--- src/rtl/config_responder.sv ---
// Chip-side packet responder: decodes 64-bit UART config packets,
// drives regmap write/read strobes and builds the odd-parity reply.
module config_responder #(
   parameter int         WIDTH     = 64,
   parameter int         REGNUM    = 256,
   parameter logic [7:0] GLOBAL_ID = 8'd255,
   parameter int         CNT_WIDTH = 8
) (
   input  logic                 clk,
   input  logic                 reset,
   input  logic [7:0]           chip_id,
   input  logic                 rx_valid,
   input  logic [WIDTH-2:0]     rx_data,
   input  logic                 parity_error,
   output logic                 uld_rx_data,
   output logic                 regmap_we,
   output logic                 regmap_re,
   output logic [7:0]           regmap_addr,
   output logic [7:0]           regmap_wdata,
   input  logic [7:0]           regmap_rdata,
   output logic [WIDTH-1:0]     tx_data,
   output logic                 tx_valid,
   input  logic                 tx_ready,
   output logic                 busy,
   output logic [CNT_WIDTH-1:0] parity_err_cnt,
   output logic [CNT_WIDTH-1:0] drop_cnt
);

   typedef enum logic [2:0] {
      S_IDLE,
      S_DECODE,
      S_WRITE,
      S_READ,
      S_READ_WAIT,
      S_REPLY
   } state_t;

   localparam logic [CNT_WIDTH-1:0] CNT_ONE = CNT_WIDTH'(1);

   state_t                 r_state;
   logic [1:0]             r_type;
   logic [7:0]             r_id;
   logic [7:0]             r_addr;
   logic [7:0]             r_wdata;
   logic [7:0]             r_data;
   logic                   r_perr;
   logic                   r_uld;
   logic                   r_we;
   logic                   r_re;
   logic [WIDTH-1:0]       r_tx_data;
   logic                   r_tx_valid;
   logic [CNT_WIDTH-1:0]   r_perr_cnt;
   logic [CNT_WIDTH-1:0]   r_drop_cnt;

   logic                   w_addr_ok;
   logic                   w_foreign;
   logic [WIDTH-2:0]       w_body;
   logic [WIDTH-1:0]       w_reply;
   logic                   w_unused;

   assign w_addr_ok = (32'(r_addr) < 32'(REGNUM));
   assign w_foreign = (r_id != chip_id) && (r_id != GLOBAL_ID);

   // Reply always carries our own ID, even when answering a broadcast
   assign w_body  = {1'b1, {(WIDTH-28){1'b0}}, r_data, r_addr, chip_id, r_type};
   assign w_reply = {~^w_body, w_body};

   assign w_unused = ^rx_data[WIDTH-2:26];

   always_ff @(posedge clk or posedge reset) begin
      if (reset) begin
         r_state    <= S_IDLE;
         r_type     <= '0;
         r_id       <= '0;
         r_addr     <= '0;
         r_wdata    <= '0;
         r_data     <= '0;
         r_perr     <= 1'b0;
         r_uld      <= 1'b0;
         r_we       <= 1'b0;
         r_re       <= 1'b0;
         r_tx_data  <= '0;
         r_tx_valid <= 1'b0;
         r_perr_cnt <= '0;
         r_drop_cnt <= '0;
      end else begin
         r_uld <= 1'b0;
         r_we  <= 1'b0;
         r_re  <= 1'b0;
         unique case (r_state)
            S_IDLE: begin
               if (rx_valid) begin
                  r_type  <= rx_data[1:0];
                  r_id    <= rx_data[9:2];
                  r_addr  <= rx_data[17:10];
                  r_wdata <= rx_data[25:18];
                  r_perr  <= parity_error;
                  r_uld   <= 1'b1;
                  r_state <= S_DECODE;
               end
            end
            S_DECODE: begin
               if (r_perr) begin
                  if (r_perr_cnt != '1)
                     r_perr_cnt <= r_perr_cnt + CNT_ONE;
                  r_state <= S_IDLE;
               end else if (!r_type[1] || w_foreign) begin
                  if (r_drop_cnt != '1)
                     r_drop_cnt <= r_drop_cnt + CNT_ONE;
                  r_state <= S_IDLE;
               end else if (r_type[0]) begin
                  r_re    <= w_addr_ok;
                  r_state <= S_READ;
               end else begin
                  r_we    <= w_addr_ok;
                  r_state <= S_WRITE;
               end
            end
            S_WRITE: begin
               r_data  <= r_wdata;
               r_state <= S_REPLY;
            end
            S_READ: begin
               r_state <= S_READ_WAIT;
            end
            S_READ_WAIT: begin
               r_data  <= w_addr_ok ? regmap_rdata : 8'h00;
               r_state <= S_REPLY;
            end
            S_REPLY: begin
               // First cycle loads the reply, then hold until accepted
               if (!r_tx_valid) begin
                  r_tx_data  <= w_reply;
                  r_tx_valid <= 1'b1;
               end else if (tx_ready) begin
                  r_tx_valid <= 1'b0;
                  r_state    <= S_IDLE;
               end
            end
            default: r_state <= S_IDLE;
         endcase
      end
   end

   assign uld_rx_data    = r_uld;
   assign regmap_we      = r_we;
   assign regmap_re      = r_re;
   assign regmap_addr    = r_addr;
   assign regmap_wdata   = r_wdata;
   assign tx_data        = r_tx_data;
   assign tx_valid       = r_tx_valid;
   assign busy           = (r_state != S_IDLE);
   assign parity_err_cnt = r_perr_cnt;
   assign drop_cnt       = r_drop_cnt;

endmodule

--- config.mk ---
export PLATFORM = sky130hd
export DESIGN_NAME = config_responder
export DESIGN_NICKNAME = d
export VERILOG_FILES = /design/src/rtl/config_responder.sv
export SDC_FILE = /design/constraint.sdc
export NUM_CORES = 1
export LEC_CHECK = 0
export BUFFER_PORTS_ARGS = -buffer_cell sky130_fd_sc_hd__buf_4
export CAP_MARGIN = 20
export CORE_ASPECT_RATIO = 1.5
export CORE_MARGIN = 2
export CORE_UTILIZATION = 43
export CTS_BUF_LIST = sky130_fd_sc_hd__clkbuf_16
export DETAILED_ROUTE_END_ITERATION = 10
export PLACE_DENSITY_LB_ADDON = 0.1
export SLEW_MARGIN = 0
export SYNTH_ARGS = -nofsm -noshare
export SYNTH_HDL_FRONTEND = slang
export SYNTH_SLANG_ARGS = --single-unit
--- constraint.sdc ---
create_clock -name clk -period 2.49 [get_ports clk]
set_input_delay 0.249 -clock clk [delete_from_list [all_inputs] [get_ports clk]]
set_output_delay 0.249 -clock clk [all_outputs]
set_load 0.03 [all_outputs]
-- Word level (Yosys, flattened, before mapping)
Index checks and enable logic that the tools add are counted.
- word-level logic and storage cells: 63
- output and inout bits: 101
- register bits: 86
- bits of input ports: 84
- multiplexer cells: 20
- equality and inequality tests: 12
- reduce and logical (&&, ||, !) cells: 13
- add/sub/neg operators: 2
- bitwise gates (word level): 2
- operators by type and width (kind ; count):
    XNOR reduction 63 bit ; 1
    != test 8 bit (second input constant) ; 3
    adder 8 x 1 -> 8 bit (second input constant) ; 2
    case mux 8 bit (2 select lines) ; 1
    case mux 3 bit (5 select lines) ; 1
    2-to-1 mux 1 bit ; 13
    2-to-1 mux 3 bit ; 3
    != test 8 bit ; 1
    equality test 3 x 2 -> 1 bit (second input constant) ; 2
    equality test 3 bit (second input constant) ; 2
    != test 2 bit (second input constant) ; 3
    AND reduction 3 bit ; 2
    2-to-1 mux 2 bit ; 2
    AND reduction 2 bit ; 2
    AND reduction 4 bit ; 1
    equality test 3 x 1 -> 1 bit (second input constant) ; 1
    zero test 3 bit ; 1
    nonzero test 3 bit ; 1
    inverter 1 bit ; 2
    nonzero test 2 bit ; 1
    OR reduction 2 bit ; 1
    logical AND 1 bit ; 1
    zero test 1 bit ; 1
    logical OR 1 bit ; 1

-- Logic depth before layout (Yosys ltp)
- word-level depth: 6
- mapped depth: 8
- mapped depth without buffers: 6

-- Least setup slack after synthesis
Ideal clock, no wire load.
- kind: flip-flop to flip-flop
- start point: register r_drop_cnt[2] (netlist: drop_cnt[2])
- end point: register r_drop_cnt[1] (netlist: drop_cnt[1])
- setup time: 0.125 ns
- path slack: 0.510 ns
- stages on the path, launching flop included: 6
- path buffers: 0
- clock period less this slack: 1.980 ns
- data required time: 2.365 ns
- arrival: 1.855 ns
- cell sequence: dfrtp_1 and4_1 and2_1 a311o_1 a21oi_4 mux2_2
- cells in the longest elaborated chain, start to end: 2
- RTL lines (item ; line ; text):
    from (decl) ; 53 ; logic [CNT_WIDTH-1:0] r_drop_cnt;
    from (signal assigned) ; 109 ; r_drop_cnt <= r_drop_cnt + CNT_ONE;
    != test 8 bit ; 108 ; if (r_drop_cnt != '1)
    AND reduction 4 bit (no line) ; n/a ;
No other way between the ends.
A chain may end at the register's enable or synchronous reset.

-- Worst setup path in the final report
Ends and elaborated chain as after synthesis.

==> flow_summary.yaml <==
sta:
  fmaxAchievable_ghz: 0.512
  final_max_slew_viol_count: 0
  grt_setup_unrepaired: "no"
  fin_crit_sh_pct: 78.5
  max_slew_margin_pct: 50.0
  tightest_slew_ps: 749
  setup_tns_ps: 0
  worst_clock_skew_ps: 4.46
  finalCriticalPeriod_ps: 1950
  hold_viol_final: 0
  setup-violations-final: 0
  setup_ws_ps: 536
clock_network:
  h-tree-depth: 3
  clockBufferDepth: 2
  clockRootBuffer: "clkbuf_16"
  cts_made_buffers: 9
  path_clk_slew_ps: 60
  holdBufCountCts: 0
  clkLatencyLatePin_ps: 330
  cts_setup_buffers: 0
  cts.sinks: 86
  cts_tree: "done"
  post_cts_resized: 0
synth:
  synth.distinct_cells: 34
  yosys.area.top_type: "dfrtp_1"
  avgSynthCellArea_um2: 11.9
  yosysWarnings: 0
  synth_top_family_by_area: "multiplexers"
  synth-compound-area-share_pct: 6.35
  synthCells: 349
  synth_seq_area_share_pct: 51.7
  synth_top_area_share_pct: 51.7
  synth-simple-area-share_pct: 7.04
  yosys.area_share.adder_pct: 0.602
  synth-seq-cells: 86
  mappedNetlistArea_um2: 4160
  synthTopCellsByArea: "dfrtp_1 (52%), mux2_2 (15%), xnor2_1 (8.6%)"
  synthMuxAreaShare_pct: 14.6
  synthXorXnorAreaFrac_pct: 9.89
power_and_ir_drop:
  vdd.ir_drop.worst_v: 0.000750
  p_per_area_nw_per_um2: 1470
  p_leak_nw: 2.48
die:
  dieHeight_um: 124
  row_count: 44
  die_w_um: 84.3
  core_um2: 9520
  die-area_um2: 10500
  initial_core_util_pct: 43.7
  num_io_pins: 185
detailed_routing:
  drc: 0
  viasPerCell: 4.97
  dr.pass1.iters: 4
  avgRoutedWirePerCell_um: 14.9
  antenna_left: 0
  drt_wl_total_um: 8620
  drt_iter0_markers: 100
  vias: 2870
global_route:
  grt_pass1_wl_um: 14100
  antenna_found_initial: 0
  grt_max_degree: 45
  grt_pass1_vias: 2843
  grt.overflow.total: 0
  grtUsageTotal_pct: 17.0
final_layout:
  final_core_util_pct: 55.5
  num-fill-cells: 869
  seq_area_um2: 2150
  final_nets: 544
  fin_area_um2: 5280
  multi_input_area_um2: 1740
  areaGrowthSynthToFinish_pct: 27.0
  antenna_cells: 0
  mostFrequentLayoutCells: "buf_4 (118), dfrtp_1 (86), mux2_2 (54), xnor2_1 (41), conb_1 (36)"
  final_common_cell: "buf_4"
  drive_above_1_share_pct: 41.3
  instances_no_fill: 578
worst_setup_path:
  cp-end-kind: "register"
  crit_type: "register to register"
  worstPathRequired_ps: 2710
  worstSetupStartpointType: "register"
  arrival_ps: 2170
  cp_max_fo: 8
placed_design:
  globalplace.congestion: 0.757
  portBuffers: 111
  place_ws_ps: 541
  placed_cells: 562
  place_area_um2: 4980
  detailed_place_hpwl_um: 6390
hold_path:
  hp-class: "primary input to async pin"
job:
  drv_cap: 0
outcome:
  outcome: "finished clean"
==> power by group <==
part           total, mW  switching, mW  leakage [nW]  internal (mW)
clock network       1.37          0.511         0.153          0.862
registers           2.57          0.564          1.06           2.00
logic               3.81           2.05          1.26           1.76
total               7.75           3.12          2.48           4.62
==> flip-flops by register name, indices dropped and copies added (netlist names) <==
signal	cells
tx_data	28
drop_cnt	8
parity_err_cnt	8
r_data	8
r_id	8
regmap_addr	8
regmap_wdata	8
r_state	3
r_type	2
r_perr	1
regmap_re	1
regmap_we	1
tx_valid	1
uld_rx_data	1
==> through the flow <==
step / hold slack, ps / total power, mW
2_1_floorplan: 401 / 5.32
3_3_place_gp: 414 / 6.38
3_5_place_dp: 413 / 6.45
4_1_cts: 49.6 / 7.86
5_1_grt: 82.3 / 8.22
6_report: 27.7 / 7.75
==> worst paths after layout <==
kind / cells after the start / startpoint / to / slack (ps)
hold reg to reg: 1 / tx_data[62] / tx_data[62] / 470
setup reg to reg: 5 / drop_cnt[2] / drop_cnt[1] / 540
setup / recovery: 5 / drop_cnt[2] / drop_cnt[1] / 540
max in group asynchronous: 3 / reset / tx_data[17] / 1790
min in group clk: 2 / rx_data[8] / r_id[6] / 140
hold / removal: 2 / reset / drop_cnt[2] / 30
==> per-layer routing <==
layer / vias to the layer above / part of all wire, % / GRT usage, % / routed length [µm]
met1: 1401 / 39 / 20.5 / 3390
li1: 1354 / - / - / -
met3: 12 / 6.4 / 4.84 / 549
met4: 0 / 2.0 / 6.93 / 172
met5: - / 0 / 0 / 0
met2: 103 / 52 / 28.3 / 4510
==> area by class of cell <==
class | count | share of cell area [%]
sequential | 86 | 40.7
multi-input combinational | 237 | 32.9
timing repair buffer | 120 | 17.5
clock buffer | 9 | 4.26
tap | 115 | 2.72
clock inverter | 7 | 1.52
inverter | 4 | 0.308
==> cell usage after synthesis <==
master	instances
a21o_1	1
a21oi_1	14
a21oi_4	1
a311o_1	1
and2_1	2
and3_1	3
and4_1	1
buf_1	1
buf_2	7
buf_4	44
clkbuf_1	5
conb_1	1
dfrtp_1	86
ha_1	2
inv_1	4
mux2_2	54
nand2_1	11
nand3_1	6
nand3b_1	1
nand4_1	10
nor2_1	11
nor2_2	1
nor3_1	4
nor4_1	1
o2111ai_1	1
o21ai_0	6
o22a_1	4
o22ai_1	11
o2bb2ai_1	1
o32ai_1	1
or2_2	1
or3_1	5
xnor2_1	41
xor2_1	6
==> cell families after synthesis <==
logic type | Yosys count
xor+xnor | 47
simple gates | 57
flops | 86
compound gates | 41
fa+ha+maj | 2
other cells | 1
mux | 54
buf+inv | 61
==> critical path, stage by stage, from the launching register on <==
cell     delay [ps]
dfrtp_1         440
and4_1          240
and2_1          170
a311o_1         390
a21oi_4         240
mux2_2          360
No activity file was read; power rests on OpenSTA's default activity.
